## src/rtl/game_pkg.sv

```systemverilog
// Shared screen geometry and the shot slot record used by the game blocks.
package game_pkg;

   localparam int MAX_X    = 640;
   localparam int MAX_Y    = 475;
   localparam int COORD_W  = 10;
   localparam int PLAYER_W = 20;

   typedef logic [COORD_W-1:0] coord_t;

   typedef struct packed {
      logic   active;
      coord_t x;
      coord_t y;
   } shot_t;

endpackage

```

## src/rtl/shot_alloc.sv

```systemverilog
// Lowest-index free slot finder; free_sel is one-hot or all zero.
module shot_alloc
   import game_pkg::*;
#(
   parameter int NUM_SHOTS = 4
) (
   input  logic [NUM_SHOTS-1:0] active,
   output logic                 free_valid,
   output logic [NUM_SHOTS-1:0] free_sel
);

   // Scan from slot 0 upward and grab the first inactive one.
   always_comb begin
      free_valid = 1'b0;
      free_sel   = '0;
      for (int i = 0; i < NUM_SHOTS; i++) begin
         if (!active[i] && !free_valid) begin
            free_sel[i] = 1'b1;
            free_valid  = 1'b1;
         end
      end
   end

endmodule

```

## src/rtl/shot_scheduler.sv

```systemverilog
// Shot slot pool: fire request capture, spawn at the muzzle, upward motion per
// ref_tick, retirement at the top of the screen and per-pixel draw.
module shot_scheduler
   import game_pkg::*;
#(
   parameter int NUM_SHOTS  = 4,
   parameter int SHOT_W     = 2,
   parameter int SHOT_H     = 6,
   parameter int SHOT_SPEED = 8,
   parameter int COOLDOWN   = 6,
   parameter int X_OFF      = 9
) (
   input  logic                 clk,
   input  logic                 rst,
   input  logic                 ref_tick,
   input  logic                 fire,
   input  logic [COORD_W-1:0]   player_left,
   input  logic [COORD_W-1:0]   player_up,
   input  logic [COORD_W-1:0]   hc,
   input  logic [COORD_W-1:0]   vc,
   output logic                 shot_draw,
   output logic [NUM_SHOTS-1:0] shots_active,
   output logic                 fire_ack,
   output logic                 fire_drop
);

   // A zero-length cooldown still needs a one-bit counter.
   localparam int CD_W = (COOLDOWN > 1) ? $clog2(COOLDOWN + 1) : 1;

   logic                 fire_q;
   logic                 pend;
   logic [CD_W-1:0]      cooldown;
   logic                 fire_edge;
   logic                 req;
   logic                 can_spawn;
   logic                 spawn;
   logic                 drop;
   logic                 free_valid;
   logic [NUM_SHOTS-1:0] free_sel;
   logic [NUM_SHOTS-1:0] hit;
   coord_t               spawn_x;
   coord_t               spawn_y;

   assign fire_edge = fire & ~fire_q;
   assign req       = pend | fire_edge;

   shot_alloc #(
      .NUM_SHOTS (NUM_SHOTS)
   ) u_alloc (
      .active     (shots_active),
      .free_valid (free_valid),
      .free_sel   (free_sel)
   );

   // Spawn decision uses pre-tick slot state, so a retiring slot is not free yet.
   always_comb begin
      can_spawn = (cooldown == '0) && free_valid && (player_up >= COORD_W'(SHOT_H));
      spawn     = ref_tick && req && can_spawn;
      drop      = ref_tick && req && !can_spawn;
      spawn_x   = player_left + COORD_W'(X_OFF);
      spawn_y   = player_up - COORD_W'(SHOT_H);
   end

   // Fire edge capture, pending request, cooldown timer and result pulses.
   always_ff @(posedge clk) begin
      if (rst) begin
         fire_q    <= 1'b0;
         pend      <= 1'b0;
         cooldown  <= '0;
         fire_ack  <= 1'b0;
         fire_drop <= 1'b0;
      end else begin
         fire_q    <= fire;
         fire_ack  <= spawn;
         fire_drop <= drop;
         if (ref_tick) begin
            pend <= 1'b0;
            if (spawn)
               cooldown <= CD_W'(COOLDOWN);
            else if (cooldown != '0)
               cooldown <= cooldown - CD_W'(1);
         end else if (fire_edge) begin
            pend <= 1'b1;
         end
      end
   end

   for (genvar i = 0; i < NUM_SHOTS; i++) begin : g_slot
      shot_t            slot_q;
      logic [COORD_W:0] hc_w;
      logic [COORD_W:0] vc_w;
      logic [COORD_W:0] x_w;
      logic [COORD_W:0] y_w;

      // Slot update: a fresh spawn takes priority and does not move this tick.
      always_ff @(posedge clk) begin
         if (rst) begin
            slot_q <= '0;
         end else if (ref_tick) begin
            if (spawn && free_sel[i]) begin
               slot_q.active <= 1'b1;
               slot_q.x      <= spawn_x;
               slot_q.y      <= spawn_y;
            end else if (slot_q.active) begin
               if (slot_q.y >= COORD_W'(SHOT_SPEED))
                  slot_q.y <= slot_q.y - COORD_W'(SHOT_SPEED);
               else
                  slot_q.active <= 1'b0;
            end
         end
      end

      assign shots_active[i] = slot_q.active;

      // Widened compare so x+SHOT_W near the right edge cannot wrap.
      assign hc_w   = {1'b0, hc};
      assign vc_w   = {1'b0, vc};
      assign x_w    = {1'b0, slot_q.x};
      assign y_w    = {1'b0, slot_q.y};
      assign hit[i] = slot_q.active
                      && (hc_w >= x_w) && (hc_w < x_w + (COORD_W+1)'(SHOT_W))
                      && (vc_w >= y_w) && (vc_w < y_w + (COORD_W+1)'(SHOT_H));
   end

   assign shot_draw = |hit;

endmodule

```

## config.mk

```make
export PLATFORM = sky130hd
export DESIGN_NAME = shot_scheduler
export DESIGN_NICKNAME = d
export VERILOG_FILES = /design/src/rtl/game_pkg.sv /design/src/rtl/shot_alloc.sv /design/src/rtl/shot_scheduler.sv
export SDC_FILE = /design/constraint.sdc
export NUM_CORES = 1
export LEC_CHECK = 0
export CORE_ASPECT_RATIO = 1.4
export CORE_MARGIN = 1.5
export CORE_UTILIZATION = 30
export DETAILED_ROUTE_END_ITERATION = 8
export GPL_ROUTABILITY_DRIVEN = 0
export PLACE_DENSITY = 0.52
export SYNTH_ARGS = -nofsm -noshare
export SYNTH_HDL_FRONTEND = slang
export SYNTH_SLANG_ARGS = --single-unit
```

## constraint.sdc

```tcl
create_clock -name clk -period 10.5 [get_ports clk]
set_clock_uncertainty 0.1 [all_clocks]
set_input_delay 3.15 -clock clk [delete_from_list [all_inputs] [get_ports clk]]
set_output_delay 3.15 -clock clk [all_outputs]
set_load 0.01 [all_outputs]
```

## Word level (Yosys, flattened, before mapping)

Cells that the tools add are included.

| word-level totals | value |
|---|---|
| output and inout port bits | 7 |
| bits in registers | 91 |
| input bits | 44 |
| logic and storage cells | 145 |

| cells by class | value |
|---|---|
| magnitude comparators | 21 |
| add/subtract/negate cells | 15 |
| mux-type cells | 33 |
| reduce and logical (&&, ||, !) cells | 56 |
| bitwise gates (word level) | 3 |

Operators with widths:

| operator | count |
|---|---|
| $mux 10 | 12 |
| $lt 10x11->1 | 8 |
| $ge 10x10->1 | 8 |
| $add 10x2->11 const B | 4 |
| $add 10x3->11 const B | 4 |
| $ge 10x4->1 const B | 4 |
| $sub 10x4->10 const B | 4 |
| $logic_and 1x1->1 | 28 |
| $mux 1 | 19 |
| $reduce_bool 2->1 | 9 |
| $reduce_and 3->1 | 4 |
| $add 10x4->10 const B | 1 |
| $ge 10x3->1 const B | 1 |
| $reduce_and 2->1 | 5 |
| $sub 10x3->10 const B | 1 |
| $logic_not 1->1 | 6 |
| $mux 3 | 2 |
| $reduce_or 4->1 | 1 |
| $logic_not 3->1 | 1 |
| $reduce_bool 3->1 | 1 |
| $sub 3x1->3 const B | 1 |
| $reduce_or 2->1 | 1 |
| $and 1x1->1 | 1 |
| $not 1->1 | 1 |
| $or 1x1->1 | 1 |

## Logic depth before layout (Yosys ltp)

| logic depth | value |
|---|---|
| depth in word-level cells | 15 |
| depth in mapped cells | 12 |

## Cells and area by module

From an unflattened synthesis, not the netlist that was laid out.

| unflattened totals | value |
|---|---|
| cells, all modules | 1034 |
| area total of the unflattened synthesis | 8390.5 um2 |

By module, submodules not included:

| module | area each (um2) | cells each | times used |
|---|---|---|---|
| shot_scheduler | 8354.3 | 1029 | 1 |
| shot_alloc | 36.3 | 5 | 1 |

## Worst setup path after synthesis

Ideal clock, no wire load.

| path | value |
|---|---|
| kind | input-to-output |
| start point | in vc[0] |
| end point | out shot_draw |
| arrival time | 4.742 ns |
| cell stages on the path | 9 |
| required time | 7.250 ns |
| path slack | 2.508 ns |
| cell sequence | inv_1 > ha_1 > nand2b_1 > a211oi_1 > or3_1 > a21oi_1 > o31ai_1 > or4_1 > nand4_1 |

| between the ends | value |
|---|---|
| longest elaborated chain between the ends | 4 |

RTL lines:

| item | RTL line | text |
|---|---|---|
| start, declared | shot_scheduler.sv:20 | `input logic [COORD_W-1:0] vc,` |
| $ge 10x10->1 | shot_scheduler.sv:122 | `&& (vc_w >= y_w) && (vc_w < y_w + (COORD_W+1)'(SHOT_H));` |
| $logic_and 1x1->1 (2 in a row) | shot_scheduler.sv:122 |  |
| $reduce_or 4->1 * | shot_scheduler.sv:125 | `assign shot_draw = \|hit;` |
| end, declared | shot_scheduler.sv:21 | `output logic shot_draw,` |

Every way passes the cells marked *; elsewhere a longest branch is shown, timed or not.

## Final worst setup path

| path | value |
|---|---|
| start point | in hc[7] |
| end point | out shot_draw |

| between the ends | value |
|---|---|
| longest elaborated chain between the ends | 6 |

RTL lines:

| item | RTL line | text |
|---|---|---|
| start, declared | shot_scheduler.sv:19 | `input logic [COORD_W-1:0] hc,` |
| $ge 10x10->1 | shot_scheduler.sv:121 | `&& (hc_w >= x_w) && (hc_w < x_w + (COORD_W+1)'(SHOT_W))` |
| $logic_and 1x1->1 (2 in a row) | shot_scheduler.sv:121 |  |
| $logic_and 1x1->1 (2 in a row) | shot_scheduler.sv:122 |  |
| $reduce_or 4->1 * | shot_scheduler.sv:125 |  |

Marks and branches as above.

==> metrics.cfg <==
[run_status]
outcome = complete, no violations

[global_routing]
grt_first_pass_wirelength_mm = 40.48
first_global_vias = 7434
grt_antenna_before_repair = 0
global_route.overflow_total = 0
largest_net_degree_at_the_start_of_global_routing = 52
grtUsageTotal = 0.1761

[synthesis]
synth_top_flop_cell = sky130_fd_sc_hd__dfxtp_1
synth.avg_cell_area_um2 = 8.142
synthDominantCellAreaShare = 0.2536
synth-edff-count = 0
yosys_warnings = 0
count_of_cell_types_in_the_netlist = 63
synth_top_cell_by_area = sky130_fd_sc_hd__ha_1
netlist_top_cells_area = sky130_fd_sc_hd__ha_1 25%, sky130_fd_sc_hd__dfxtp_1 21%, sky130_fd_sc_hd__xnor2_1 7.2%
yosysSeqAreaShare = 0.2147
cells_after_synth = 1042
share_of_synthesized_flip_flops_with_an_asynchronous_set_or_reset = 0
ys_ff_latch = 91
synth_nets = 1258
synthTopCellsByCount = 172 x sky130_fd_sc_hd__ha_1, 102 x sky130_fd_sc_hd__nor2_1, 91 x sky130_fd_sc_hd__dfxtp_1, 85 x sky130_fd_sc_hd__inv_1, 71 x sky130_fd_sc_hd__a21oi_1
post_synth_instance_area_um2 = 8484
yosys.cell_count.top_type = sky130_fd_sc_hd__ha_1

[floorplan]
design.core.area_um2 = 27750
die_footprint_um2 = 29310
row_count = 72
start_util = 0.3058
dieWidth_um = 145.1
top_level_ports = 51
die_h_um = 202.0

[detailed_routing]
initialDrtViolationCount = 410
detail-route-antenna-nets = 0
route.detailed.drc = 0
avgViaCountPerCell = 5.183
detail_route.first_pass.iterations = 5
routed-via-count = 7489
detailed_route_wl_mm = 25.24
wire_per_inst_um = 17.47

[timing]
final-setup-viol-count = 0
slew-limit-headroom = 0.2973
report.final.hold_viol_count = 0
final_max_tran_viols = 0
setup_tns_ps = 0
achievable-frequency_mhz = 105.3
period_share = 0.9048
post-route-min-period_ps = 9500
grt_setup_unrepaired = no
worst_pin_slew_ps = 1047

[power]
max-vdd-ir-drop_uv = 74.72
clkPwrFrac = 0.330
cellLeakagePower_nw = 3.446
sw_frac_of_total = 0.3466
power.total_w = 0.001067
netSwitchingPower_w = 0.0003697
share_seq_of_total_power = 0.373
internal_power_w = 0.0006971
comb_power_share = 0.297
power_per_cell_area_nw_per_um2 = 111.1

[run]
maxCapViolations = 0

[setup_path]
timing.critical_path.required_ps = 7250
worstSetupEndpointType = output pin
cp_max_fo = 8
worstSetupPathType = primary input to output pin
worstPathArrival_ps = 6250
setup.worst_path.start_class = primary input

[cells_and_area]
syn2layout_area_growth_pct = 13.14
layout.nets = 1286
insertedDiodeCount = 0
proportion_of_layout_cells_with_a_drive_suffix_above_1 = 0.03721
layoutNonFillerInstCount = 1445

[clock_tree]
cts_made_buffers = 9
cts-root-buf = sky130_fd_sc_hd__clkbuf_16
cts.repair_timing.setup_buffer_count = 0
clockBufferDepth = 2
cts_tree = done
cts_resized = 0
cts_hold_fix_bufs = 0
clock_sink_count = 91
clkTransAtPathRegs_ps = 60
clk-insertion-delay-late_ps = 360
htree_levels = 3

[min_path]
hp-class = register to register

[placed_design]
port-buffer-count = 50
placedCellCount = 1429
hpwl_mm = 19.78

## power groups by stage
stage	Sequential, W	Combinational [W]	Clock (W)
global route	0.000402	0.000362	0.000374
floorplan	0.000395	0.000214	0
CTS	0.000398	0.000319	0.000360
global placement	0.000406	0.000310	0
detailed placement	0.000406	0.000316	0
finish	0.000398	0.000316	0.000352
## metrics by stage
step | hold slack [ps] | setup WS (ps) | util | instance area, µm²
2_1_floorplan | 340.0 | 2508 | - | 8484
3_3_place_gp | 355.4 | 1017 | 0.3347 | 9288
3_5_place_dp | 356.2 | 978.3 | 0.3347 | 9288
4_1_cts | 365.6 | 956.5 | 0.3460 | 9599
5_1_grt | 404.3 | 802.3 | 0.3460 | 9599
6_report | 363.0 | 999.6 | 0.3460 | 9599
## path summary, 6_finish.rpt
kind                                                        from                                to  slack, ps  depth (start not counted)
worst max-delay path                                       hc[7]                         shot_draw       1000                         10
worst min-delay path            g_slot[0].slot_q[0]$_SDFFE_PP0P_  g_slot[0].slot_q[0]$_SDFFE_PP0P_        360                          2
worst max register to register          cooldown[0]$_SDFFE_PP0P_  g_slot[2].slot_q[6]$_SDFFE_PP0P_       7700                         10
worst min register to register  g_slot[0].slot_q[0]$_SDFFE_PP0P_  g_slot[0].slot_q[0]$_SDFFE_PP0P_        360                          2
## state kept, by name, indices dropped and copies added, names as in the netlist
signal         count
cooldown           3
fire_ack           1
fire_drop          1
fire_q             1
g_slot.slot_q     80
pend               1
shots_active       4
## per-layer routing
layer,share of wire,global-route usage,vias up
met5,0,0,-
met4,0.025,0.05430,0
met3,0.027,0.02235,33
met2,0.51,0.3284,139
met1,0.43,0.2080,3499
li1,-,-,3818
## layout by cell type, fill, tap and decap left out, types with 4 or more instances in the layout
cell type,synthesis,layout
sky130_fd_sc_hd__nand3_1,42,42
sky130_fd_sc_hd__nand2_1,70,70
sky130_fd_sc_hd__or4_1,5,5
sky130_fd_sc_hd__nor2b_1,13,13
sky130_fd_sc_hd__o21ai_0,28,28
sky130_fd_sc_hd__o2111ai_1,4,4
sky130_fd_sc_hd__clkbuf_16,0,9
sky130_fd_sc_hd__a211oi_1,59,59
sky130_fd_sc_hd__o32ai_1,4,4
sky130_fd_sc_hd__buf_4,6,6
sky130_fd_sc_hd__nand4_1,25,25
sky130_fd_sc_hd__o22ai_1,4,4
sky130_fd_sc_hd__dfxtp_1,91,91
sky130_fd_sc_hd__o21bai_1,5,5
sky130_fd_sc_hd__nand2b_1,8,8
sky130_fd_sc_hd__a21oi_1,71,71
sky130_fd_sc_hd__ha_1,172,172
sky130_fd_sc_hd__a2111oi_0,6,6
sky130_fd_sc_hd__xor2_1,12,12
sky130_fd_sc_hd__a31oi_1,11,11
sky130_fd_sc_hd__inv_1,85,85
sky130_fd_sc_hd__o211ai_1,7,7
sky130_fd_sc_hd__nor3_1,17,17
sky130_fd_sc_hd__and3_1,8,8
sky130_fd_sc_hd__xnor2_1,70,70
sky130_fd_sc_hd__o21a_1,8,8
sky130_fd_sc_hd__a21o_1,21,21
sky130_fd_sc_hd__nor2_1,102,102
sky130_fd_sc_hd__nor4_1,4,4
sky130_fd_sc_hd__clkdlybuf4s50_1,0,49
## area by class of cell
cell class / instances / area (µm²)
clock buffers: 10 / 239.0
clock inverters: 6 / 72.57
fillers: 3036 / 18150
inverters: 85 / 319.1
multi-input cells: 827 / 6143
flip-flops and latches: 91 / 1822
well taps: 370 / 462.9
repair buffers: 56 / 540.5
## worst max-delay path, stage by stage
cell	delay (ps)
sky130_fd_sc_hd__clkdlybuf4s50_1	820
sky130_fd_sc_hd__ha_1	350
sky130_fd_sc_hd__a21o_1	180
sky130_fd_sc_hd__a211oi_1	310
sky130_fd_sc_hd__a32oi_1	80
sky130_fd_sc_hd__o21ai_0	100
sky130_fd_sc_hd__a31oi_1	60
sky130_fd_sc_hd__or4_1	480
sky130_fd_sc_hd__nand4_1	160
sky130_fd_sc_hd__clkdlybuf4s50_1	550
## cells by family (layout without fill, tap and decap cells)
group                      Yosys count  in the layout  synth area share
AOI/OAI and AO/OA                  253            253            0.1992
buffers and inverters              124            157           0.06253
muxes                                5              5          0.006341
DFF                                 91             91            0.2147
and+or+nand+nor                    315            315            0.1789
adders and majority gates          172            172            0.2536
xor gates and xnor gates            82             82           0.08465
Power figures use the tool's default switching activity.
